**config.mk**
```make
export PLATFORM = sky130hd
export DESIGN_NAME = fetch_queue_stage
export DESIGN_NICKNAME = d
export VERILOG_FILES = /design/src/rtl/fetch_queue_stage.sv
export SDC_FILE = /design/constraint.sdc
export NUM_CORES = 1
export LEC_CHECK = 0
export CAP_MARGIN = 15
export CORE_ASPECT_RATIO = 1.1
export CORE_MARGIN = 2
export CORE_UTILIZATION = 40
export CTS_CLUSTER_SIZE = 24
export DETAILED_ROUTE_END_ITERATION = 6
export MAX_ROUTING_LAYER = met4
export PLACE_DENSITY = 0.73
export SLEW_MARGIN = 20
export SYNTH_ARGS = -nofsm -noshare
export SYNTH_HDL_FRONTEND = slang
export SYNTH_SLANG_ARGS = --single-unit
```
**constraint.sdc**
```tcl
create_clock -name clk -period 3.9 [get_ports clk]
set_clock_uncertainty 0.1 [all_clocks]
set_input_delay 0.585 -clock clk [delete_from_list [all_inputs] [get_ports clk]]
set_output_delay 0.585 -clock clk [all_outputs]
set_load 0.005 [all_outputs]
```
**src/rtl/fetch_queue_stage.sv**
```systemverilog
`default_nettype none
// ============================================================================
// Module      : fetch_queue_stage
// Description : Instruction fetch front end. Issues one instruction-memory
//               request at a time, queues returned words with their PCs in a
//               small FIFO and presents the head to decode. A redirect flushes
//               the queue, restarts fetch and drops a stale in-flight response.
// Revision    : 1.0 - initial release
// ============================================================================
module fetch_queue_stage #(
  parameter int unsigned     XLEN     = 32,
  parameter int unsigned     DEPTH    = 4,
  parameter logic [XLEN-1:0] RESET_PC = '0,
  parameter int unsigned     PC_STEP  = 1
) (
  input  logic                       clk,
  input  logic                       rst_n,
  input  logic                       redirect_valid,
  input  logic [XLEN-1:0]            redirect_pc,
  output logic                       imem_req,
  output logic [XLEN-1:0]            imem_addr,
  input  logic                       imem_gnt,
  input  logic                       imem_rvalid,
  input  logic [XLEN-1:0]            imem_rdata,
  output logic                       inst_valid,
  input  logic                       inst_ready,
  output logic [XLEN-1:0]            inst_data,
  output logic [XLEN-1:0]            inst_pc,
  output logic [$clog2(DEPTH+1)-1:0] fq_count
);

  localparam int unsigned     CW      = $clog2(DEPTH + 1);
  localparam int unsigned     PW      = $clog2(DEPTH);
  localparam logic [CW-1:0]   DEPTH_C = CW'(DEPTH);
  localparam logic [XLEN-1:0] STEP_C  = XLEN'(PC_STEP);

  // Architectural state
  logic [XLEN-1:0] fetch_pc_q, fetch_pc_d;
  logic [XLEN-1:0] req_pc_q,   req_pc_d;
  logic            outst_q,    outst_d;
  logic            drop_q,     drop_d;
  logic [CW-1:0]   count_q,    count_d;
  logic [PW-1:0]   wr_ptr_q,   wr_ptr_d;
  logic [PW-1:0]   rd_ptr_q,   rd_ptr_d;

  // Queue storage; contents are don't-care while the entry is unoccupied
  logic [XLEN-1:0] data_q [DEPTH];
  logic [XLEN-1:0] pcs_q  [DEPTH];

  logic w_req;
  logic w_grant;
  logic w_rsp;
  logic w_push;
  logic w_pop;

  // Request/handshake decode; the pop of this cycle does not earn a new request
  always_comb begin
    w_req   = rst_n & ~outst_q & ~redirect_valid & (count_q < DEPTH_C);
    w_grant = w_req & imem_gnt;
    w_rsp   = imem_rvalid & outst_q;
    w_push  = w_rsp & ~drop_q & ~redirect_valid;
    w_pop   = (count_q != '0) & inst_ready & ~redirect_valid;
  end

  // Next-state computation; redirect overrides push, pop and grant
  always_comb begin
    fetch_pc_d = fetch_pc_q;
    req_pc_d   = req_pc_q;
    outst_d    = outst_q;
    drop_d     = drop_q;
    count_d    = count_q;
    wr_ptr_d   = wr_ptr_q;
    rd_ptr_d   = rd_ptr_q;

    if (redirect_valid) begin
      fetch_pc_d = redirect_pc;
      count_d    = '0;
      wr_ptr_d   = '0;
      rd_ptr_d   = '0;
      if (w_rsp) begin
        // Response landing with the redirect is simply discarded
        outst_d = 1'b0;
        drop_d  = 1'b0;
      end else begin
        // Still in flight: remember to throw its response away
        drop_d = drop_q | outst_q;
      end
    end else begin
      if (w_rsp) begin
        outst_d = 1'b0;
        drop_d  = 1'b0;
      end
      if (w_grant) begin
        outst_d    = 1'b1;
        req_pc_d   = fetch_pc_q;
        fetch_pc_d = fetch_pc_q + STEP_C;
      end
      if (w_push) begin
        wr_ptr_d = wr_ptr_q + PW'(1);
      end
      if (w_pop) begin
        rd_ptr_d = rd_ptr_q + PW'(1);
      end
      if (w_push && !w_pop) begin
        count_d = count_q + CW'(1);
      end else if (w_pop && !w_push) begin
        count_d = count_q - CW'(1);
      end
    end
  end

  // Control state register with synchronous active-low reset
  always_ff @(posedge clk) begin
    if (!rst_n) begin
      fetch_pc_q <= RESET_PC;
      req_pc_q   <= RESET_PC;
      outst_q    <= 1'b0;
      drop_q     <= 1'b0;
      count_q    <= '0;
      wr_ptr_q   <= '0;
      rd_ptr_q   <= '0;
    end else begin
      fetch_pc_q <= fetch_pc_d;
      req_pc_q   <= req_pc_d;
      outst_q    <= outst_d;
      drop_q     <= drop_d;
      count_q    <= count_d;
      wr_ptr_q   <= wr_ptr_d;
      rd_ptr_q   <= rd_ptr_d;
    end
  end

  // Write accepted response word and its PC at the queue tail
  always_ff @(posedge clk) begin
    if (rst_n && w_push) begin
      data_q[wr_ptr_q] <= imem_rdata;
      pcs_q[wr_ptr_q]  <= req_pc_q;
    end
  end

  // Output drive: memory address follows fetch_pc, decode sees the head
  always_comb begin
    imem_req   = w_req;
    imem_addr  = fetch_pc_q;
    inst_valid = (count_q != '0);
    inst_data  = data_q[rd_ptr_q];
    inst_pc    = pcs_q[rd_ptr_q];
    fq_count   = count_q;
  end

endmodule
`default_nettype wire

```
# Word-level counts from Yosys, hierarchy flattened
# Memory sizes are Yosys's and may differ from the RTL's. A register that Yosys moved wholly into a read port is not among the register bits.
# Index checks and enable logic that the tools add are counted.
totals:
  ff_bits: 73
  latch_bits: 0
  ramBits: 256
  mem_bits_ro: 0
  in_bits: 70
  out_inout_bits: 101
  word_cells: 56
  n_memories: 2
memory_table:
  columns: ["memory", "words", "word_bits", "rd", "rd_ports_with_merged_regs", "write_ports", "line", "source"]
  rows:
  - ["data_q", 4, 32, 1, 1, 1, "47", "logic [XLEN-1:0] data_q [DEPTH];"]
  - ["pcs_q", 4, 32, 1, 1, 1, "48", "logic [XLEN-1:0] pcs_q [DEPTH];"]
classes:
  n_addsub: 5
  multipliers: 0
  n_div: 0
  n_lt_le_gt_ge: 1
  eq_ne: 0
  n_shift: 0
  muxes: 16
  bitwise_logic: 14
  n_reduce_logical: 11
op_table:
  columns: ["cell", "count"]
  rows:
  - ["32-bit two-way mux", 2]
  - ["32-bit by 1-bit adder with 32-bit output (second input constant)", 1]
  - ["1-bit AND", 9]
  - ["1-bit two-way mux", 8]
  - ["2-bit two-way mux", 4]
  - ["3-bit two-way mux", 2]
  - ["2-bit nonzero test", 3]
  - ["2-bit by 1-bit adder with 2-bit output (second input constant)", 2]
  - ["1-bit inverter", 4]
  - ["3-bit by 1-bit adder with 3-bit output (second input constant)", 1]
  - ["1-bit logical AND", 3]
  - ["3-bit less-than comparator (second input constant)", 1]
  - ["3-bit nonzero test", 1]
  - ["3-bit by 1-bit subtractor with 3-bit output (second input constant)", 1]
  - ["1-bit logical NOT", 2]
  - ["2-bit AND reduction", 1]
  - ["2-bit OR reduction", 1]
  - ["1-bit OR", 1]

# Logic depth before layout (Yosys ltp)
depth:
  word_depth: 7
  mapped_depth: 10
  ltp_nobuf: 8

# Worst setup path after synthesis
# Ideal clock, no wire load.
synth_timing:
  path_type: "in2reg"
  from: "input port imem_rvalid"
  to: "memory data_q[1][0], enable pin"
  setup_time_ns: 0.429
  t_arrival_ns: 2.755
  t_required_ns: 3.371
  path_slack_ns: 0.616
  path_stages: 3
  n_path_buf: 0
  path_cell_list: "nand2_1 nor3_1 and3_1"
synth_between:
  elab_chain_cells: 6
synth_lines:
  columns: ["element", "line", "source"]
  rows:
  - ["from (decl)", "23", "input logic imem_rvalid,"]
  - ["1-bit AND", "60", "w_rsp = imem_rvalid & outst_q;"]
  - ["1-bit AND (2 in a row)", "61", "w_push = w_rsp & ~drop_q & ~redirect_valid;"]
  - ["named net w_push", "53", "logic w_push;"]
  - ["1-bit logical AND", "135", "if (rst_n && w_push) begin"]
  - ["1-bit two-way mux", "135", null]
  - ["1-bit two-way mux (implied by the code)", "136", "data_q[wr_ptr_q] <= imem_rdata;"]
  - ["to (decl)", "47", null]
# The timed path passes the listed nets, and every way through them passes these cells.

==> impl_metrics.env <==
export IMPL_grt_total_usage_pct=17.7
export IMPL_syn_avg_cell_area_um2=16.5
export IMPL_static_leakage_power_nw=5.34
export IMPL_timing_final_crit_share_pct=84.1
export IMPL_postCtsResizedCells=0
export IMPL_crit_reg2reg_launch="imem_addr[0]"
export IMPL_core_region_area_um2=31500
export IMPL_worst_hold_path_type="reg2reg"
export IMPL_initialDrtViolationCount=615
export IMPL_number_of_nets_with_antenna_violations_after_detailed_routing=0
export IMPL_cts_inserted_buffers=35
export IMPL_max_clock_path_buffers=3
export IMPL_rsz0062_at_grt="false"
export IMPL_cts_sinks=331
export IMPL_finalHoldWorstSlack_ns=0.393
export IMPL_route_final_wire_length_um=28300
export IMPL_timing_limited_maximum_frequency_ghz=0.305
export IMPL_top_level_ports=171
export IMPL_yosys_warnings=0
export IMPL_die_width_um=175
export IMPL_critical_path_endpoint_type="output port"
export IMPL_relSlewSlack_pct=54.9
export IMPL_power_ir_vdd_worst_uv=211
export IMPL_power_density_nw_per_um2=446
export IMPL_drc=0
export IMPL_die_ar_um2=33500
export IMPL_fraction_of_the_yosys_area_taken_by_sequential_cells_pct=71.6
export IMPL_post_drt_via_cell_ratio=5.25
export IMPL_syn_inst=779
export IMPL_final_seq_area_um2=9200
export IMPL_initial_core_util_pct=40.8
export IMPL_worstSetupStartpointType="flip-flop"
export IMPL_final_hold_violation_count=0
export IMPL_worst_setup_path_type="reg2out"
export IMPL_port_buffers=170
export IMPL_clk_pin_slew_worst_paths_ns=0.06
export IMPL_detailed_router_iteration_count_before_antenna_repair=5
export IMPL_syn_area_um2=12800
export IMPL_power_frac_clock_pct=42.9
export IMPL_critPathArrivalTime_ns=2.60
export IMPL_layout_area_overhead_vs_synth_pct=26.6
export IMPL_switching_power_share_of_the_total_pct=20.4
export IMPL_timing_max_cap_violations=0
export IMPL_maxSlewViolCount=0
export IMPL_antenna_found_initial=0
export IMPL_first_global_vias=7643
export IMPL_worst_slew_pin_slew_ns=0.676
export IMPL_fp_row_count=68
export IMPL_route_detailed_wl_per_inst_um=20.1
export IMPL_hpwl_after_detailed_placement_um=18400
export IMPL_period_minus_slack_ns=3.28
export IMPL_async_flop_share_pct=0
export IMPL_grt_first_pass_wirelength_um=44000
export IMPL_synth_edf_count=256
export IMPL_fillerInstances=2608
export IMPL_combinationalPowerShare_pct=3.8
export IMPL_globalRouteOverflowTotal=0
export IMPL_synth_main_ff_cell="sky130_fd_sc_hd__edfxtp_1"
export IMPL_htreeDepth=2
export IMPL_power_switching_mw=1.48
export IMPL_final_net_count=1045
export IMPL_run_status="finished clean"
export IMPL_multiInputGateArea_um2=3480
export IMPL_hold_buf_cts=0
export IMPL_grt_max_degree=42
export IMPL_root_cell_of_the_clock_tree="sky130_fd_sc_hd__clkbuf_16"
export IMPL_tritoncts="done"
export IMPL_yosys_register_bits=331
export IMPL_dr_total_vias=7407
export IMPL_clock_latency_reported_for_the_late_side_of_the_worst_skew_pair_ns=0.51
export IMPL_num_antenna_cells=0
export IMPL_timing_critical_path_required_ns=3.21
export IMPL_placement_cell_area_um2=15200
export IMPL_syn_num_nets=856
export IMPL_gpl_final_weighted_congestion=0.879
export IMPL_tns_ns=0
export IMPL_drive_above_1_share_pct=15.6
export IMPL_power_frac_seq_pct=53.4
export IMPL_die_h_um=192
export IMPL_setup_viol=0
export IMPL_cts_setup_buffers=0
export IMPL_finalInstanceArea_um2=16200
export IMPL_cellInternalPower_mw=5.77
export IMPL_hold_start="drop_q"
export IMPL_critical_path_peak_fanout=22
export IMPL_synth_distinct_cells=49
## routing by layer
layer  wire length, um  share of wire, %  GRT usage (%)  vias up
met2             14000                49           28.8      268
met5                 0                 0              -        -
met4               599               2.1           5.13        0
met3              1520               5.4           2.61       47
li1                  -                 -              -     3400
met1             12200                43           23.2     3692
## layout by cell type, fill, tap and decap left out, types with 3 or more instances in the layout
cell | Yosys | layout
sky130_fd_sc_hd__edfxtp_1 | 256 | 256
sky130_fd_sc_hd__clkdlybuf4s50_1 | 0 | 169
sky130_fd_sc_hd__nand2_1 | 104 | 104
sky130_fd_sc_hd__dfxtp_1 | 75 | 73
sky130_fd_sc_hd__mux4_2 | 64 | 64
sky130_fd_sc_hd__clkbuf_16 | 0 | 38
sky130_fd_sc_hd__a21boi_1 | 24 | 24
sky130_fd_sc_hd__o21ai_0 | 21 | 21
sky130_fd_sc_hd__nand3_1 | 18 | 18
sky130_fd_sc_hd__xor2_1 | 16 | 16
sky130_fd_sc_hd__buf_4 | 0 | 16
sky130_fd_sc_hd__nand4_1 | 13 | 13
sky130_fd_sc_hd__a21oi_1 | 12 | 12
sky130_fd_sc_hd__o21ai_1 | 11 | 11
sky130_fd_sc_hd__nor2_1 | 12 | 11
sky130_fd_sc_hd__nor3_1 | 10 | 10
sky130_fd_sc_hd__xnor2_1 | 10 | 10
sky130_fd_sc_hd__a21boi_0 | 10 | 10
sky130_fd_sc_hd__inv_1 | 7 | 7
sky130_fd_sc_hd__or3_1 | 6 | 6
sky130_fd_sc_hd__nor4_1 | 6 | 6
sky130_fd_sc_hd__and2_1 | 6 | 6
sky130_fd_sc_hd__ha_1 | 6 | 6
sky130_fd_sc_hd__clkbuf_1 | 30 | 6
sky130_fd_sc_hd__buf_12 | 0 | 6
sky130_fd_sc_hd__and3_4 | 0 | 4
sky130_fd_sc_hd__nor4_2 | 4 | 4
sky130_fd_sc_hd__mux2i_1 | 4 | 4
sky130_fd_sc_hd__and3_1 | 8 | 4
sky130_fd_sc_hd__o21a_1 | 4 | 4
sky130_fd_sc_hd__clkinv_2 | 0 | 4
sky130_fd_sc_hd__clkinv_1 | 0 | 4
sky130_fd_sc_hd__o211a_1 | 3 | 3
sky130_fd_sc_hd__o311ai_1 | 3 | 3
## synthesized netlist by cell type, types with 2 or more instances
cell type	number	area [um2]
sky130_fd_sc_hd__a21boi_0	10	75.1
sky130_fd_sc_hd__a21boi_1	24	180
sky130_fd_sc_hd__a21oi_1	12	60.1
sky130_fd_sc_hd__and2_1	6	37.5
sky130_fd_sc_hd__and3_1	8	50.1
sky130_fd_sc_hd__and4_1	2	17.5
sky130_fd_sc_hd__buf_1	2	7.51
sky130_fd_sc_hd__buf_2	8	40.0
sky130_fd_sc_hd__clkbuf_1	30	113
sky130_fd_sc_hd__dfxtp_1	75	1500
sky130_fd_sc_hd__edfxtp_1	256	7690
sky130_fd_sc_hd__ha_1	6	75.1
sky130_fd_sc_hd__inv_1	7	26.3
sky130_fd_sc_hd__mux2i_1	4	40.0
sky130_fd_sc_hd__mux4_2	64	1440
sky130_fd_sc_hd__nand2_1	104	390
sky130_fd_sc_hd__nand2b_1	2	12.5
sky130_fd_sc_hd__nand3_1	18	90.1
sky130_fd_sc_hd__nand4_1	13	81.3
sky130_fd_sc_hd__nor2_1	12	45.0
sky130_fd_sc_hd__nor3_1	10	50.1
sky130_fd_sc_hd__nor3b_1	2	15.0
sky130_fd_sc_hd__nor4_1	6	37.5
sky130_fd_sc_hd__nor4_2	4	50.1
sky130_fd_sc_hd__o211a_1	3	30.0
sky130_fd_sc_hd__o21a_1	4	30.0
sky130_fd_sc_hd__o21ai_0	21	105
sky130_fd_sc_hd__o21ai_1	11	55.1
sky130_fd_sc_hd__o311ai_1	3	26.3
sky130_fd_sc_hd__o31a_1	2	17.5
sky130_fd_sc_hd__o31ai_1	2	15.0
sky130_fd_sc_hd__or3_1	6	37.5
sky130_fd_sc_hd__or4_4	2	22.5
sky130_fd_sc_hd__xnor2_1	10	87.6
sky130_fd_sc_hd__xor2_1	16	140
## flip-flops by register name, indices dropped and copies added, names as in the netlist, named ones only
| name | cells |
|---|---|
| req_pc_q | 32 |
| imem_addr | 32 |
| fq_count | 3 |
| drop_q | 1 |
| outst_q | 1 |
| data_q | 128 |
| pcs_q | 128 |
| wr_ptr_q | 2 |
| rd_ptr_q | 2 |
## worst max-delay path: stages, from the launching register on
cell                              delay, ns
sky130_fd_sc_hd__dfxtp_4               0.68
sky130_fd_sc_hd__buf_4                 0.38
sky130_fd_sc_hd__mux4_2                0.56
sky130_fd_sc_hd__clkdlybuf4s50_1       0.46
## area by class of cell
cell class | instances | area share (%)
Clock buffer | 46 | 6.16
Timing Repair Buffer | 192 | 11.9
Inverter | 8 | 0.185
Tap cell | 420 | 3.23
Clock inverter | 14 | 0.501
Multi-Input combinational cell | 400 | 21.4
Sequential cell | 331 | 56.6
## power groups by stage
stage               combinational, mW  clock, mW  sequential (mW)
global placement                0.268          0             3.94
finish                          0.272       3.11             3.87
global route                    0.296       3.34             3.87
detailed placement              0.273          0             3.94
CTS                             0.275       3.19             3.87
floorplan                       0.101          0             3.92
## cells by family after synthesis
kind of cell / after synthesis / synth area share, %
AOI/OAI and AO/OA: 98 / 5.01
xor gates and xnor gates: 26 / 1.77
adders and majority gates: 7 / 0.741
buffers and inverters: 48 / 1.48
DFF: 331 / 71.6
muxes: 68 / 11.5
and+or+nand+nor: 201 / 7.86
## metrics by stage
step                      setup slack (ns)  utilization (%)  total power [mW]  cells
after floorplan                      0.616                -              4.02    779
after global placement               0.879             48.2              4.21   1351
after detailed placement             0.866             48.2              4.21   1351
after CTS                            0.518             51.6              7.33   1411
after global routing                 0.448             51.6              7.51   1411
final                                0.619             51.6              7.25   1411
## worst paths after layout
path	to	slack [ns]	depth (start not counted)
worst max-delay path	inst_pc[7]	0.62	3
worst min-delay path	drop_q	0.39	2
worst max register to register	imem_addr[16]	1.46	6
worst min register to register	drop_q	0.39	2
Note: power is estimated with default switching activity, not from simulation.
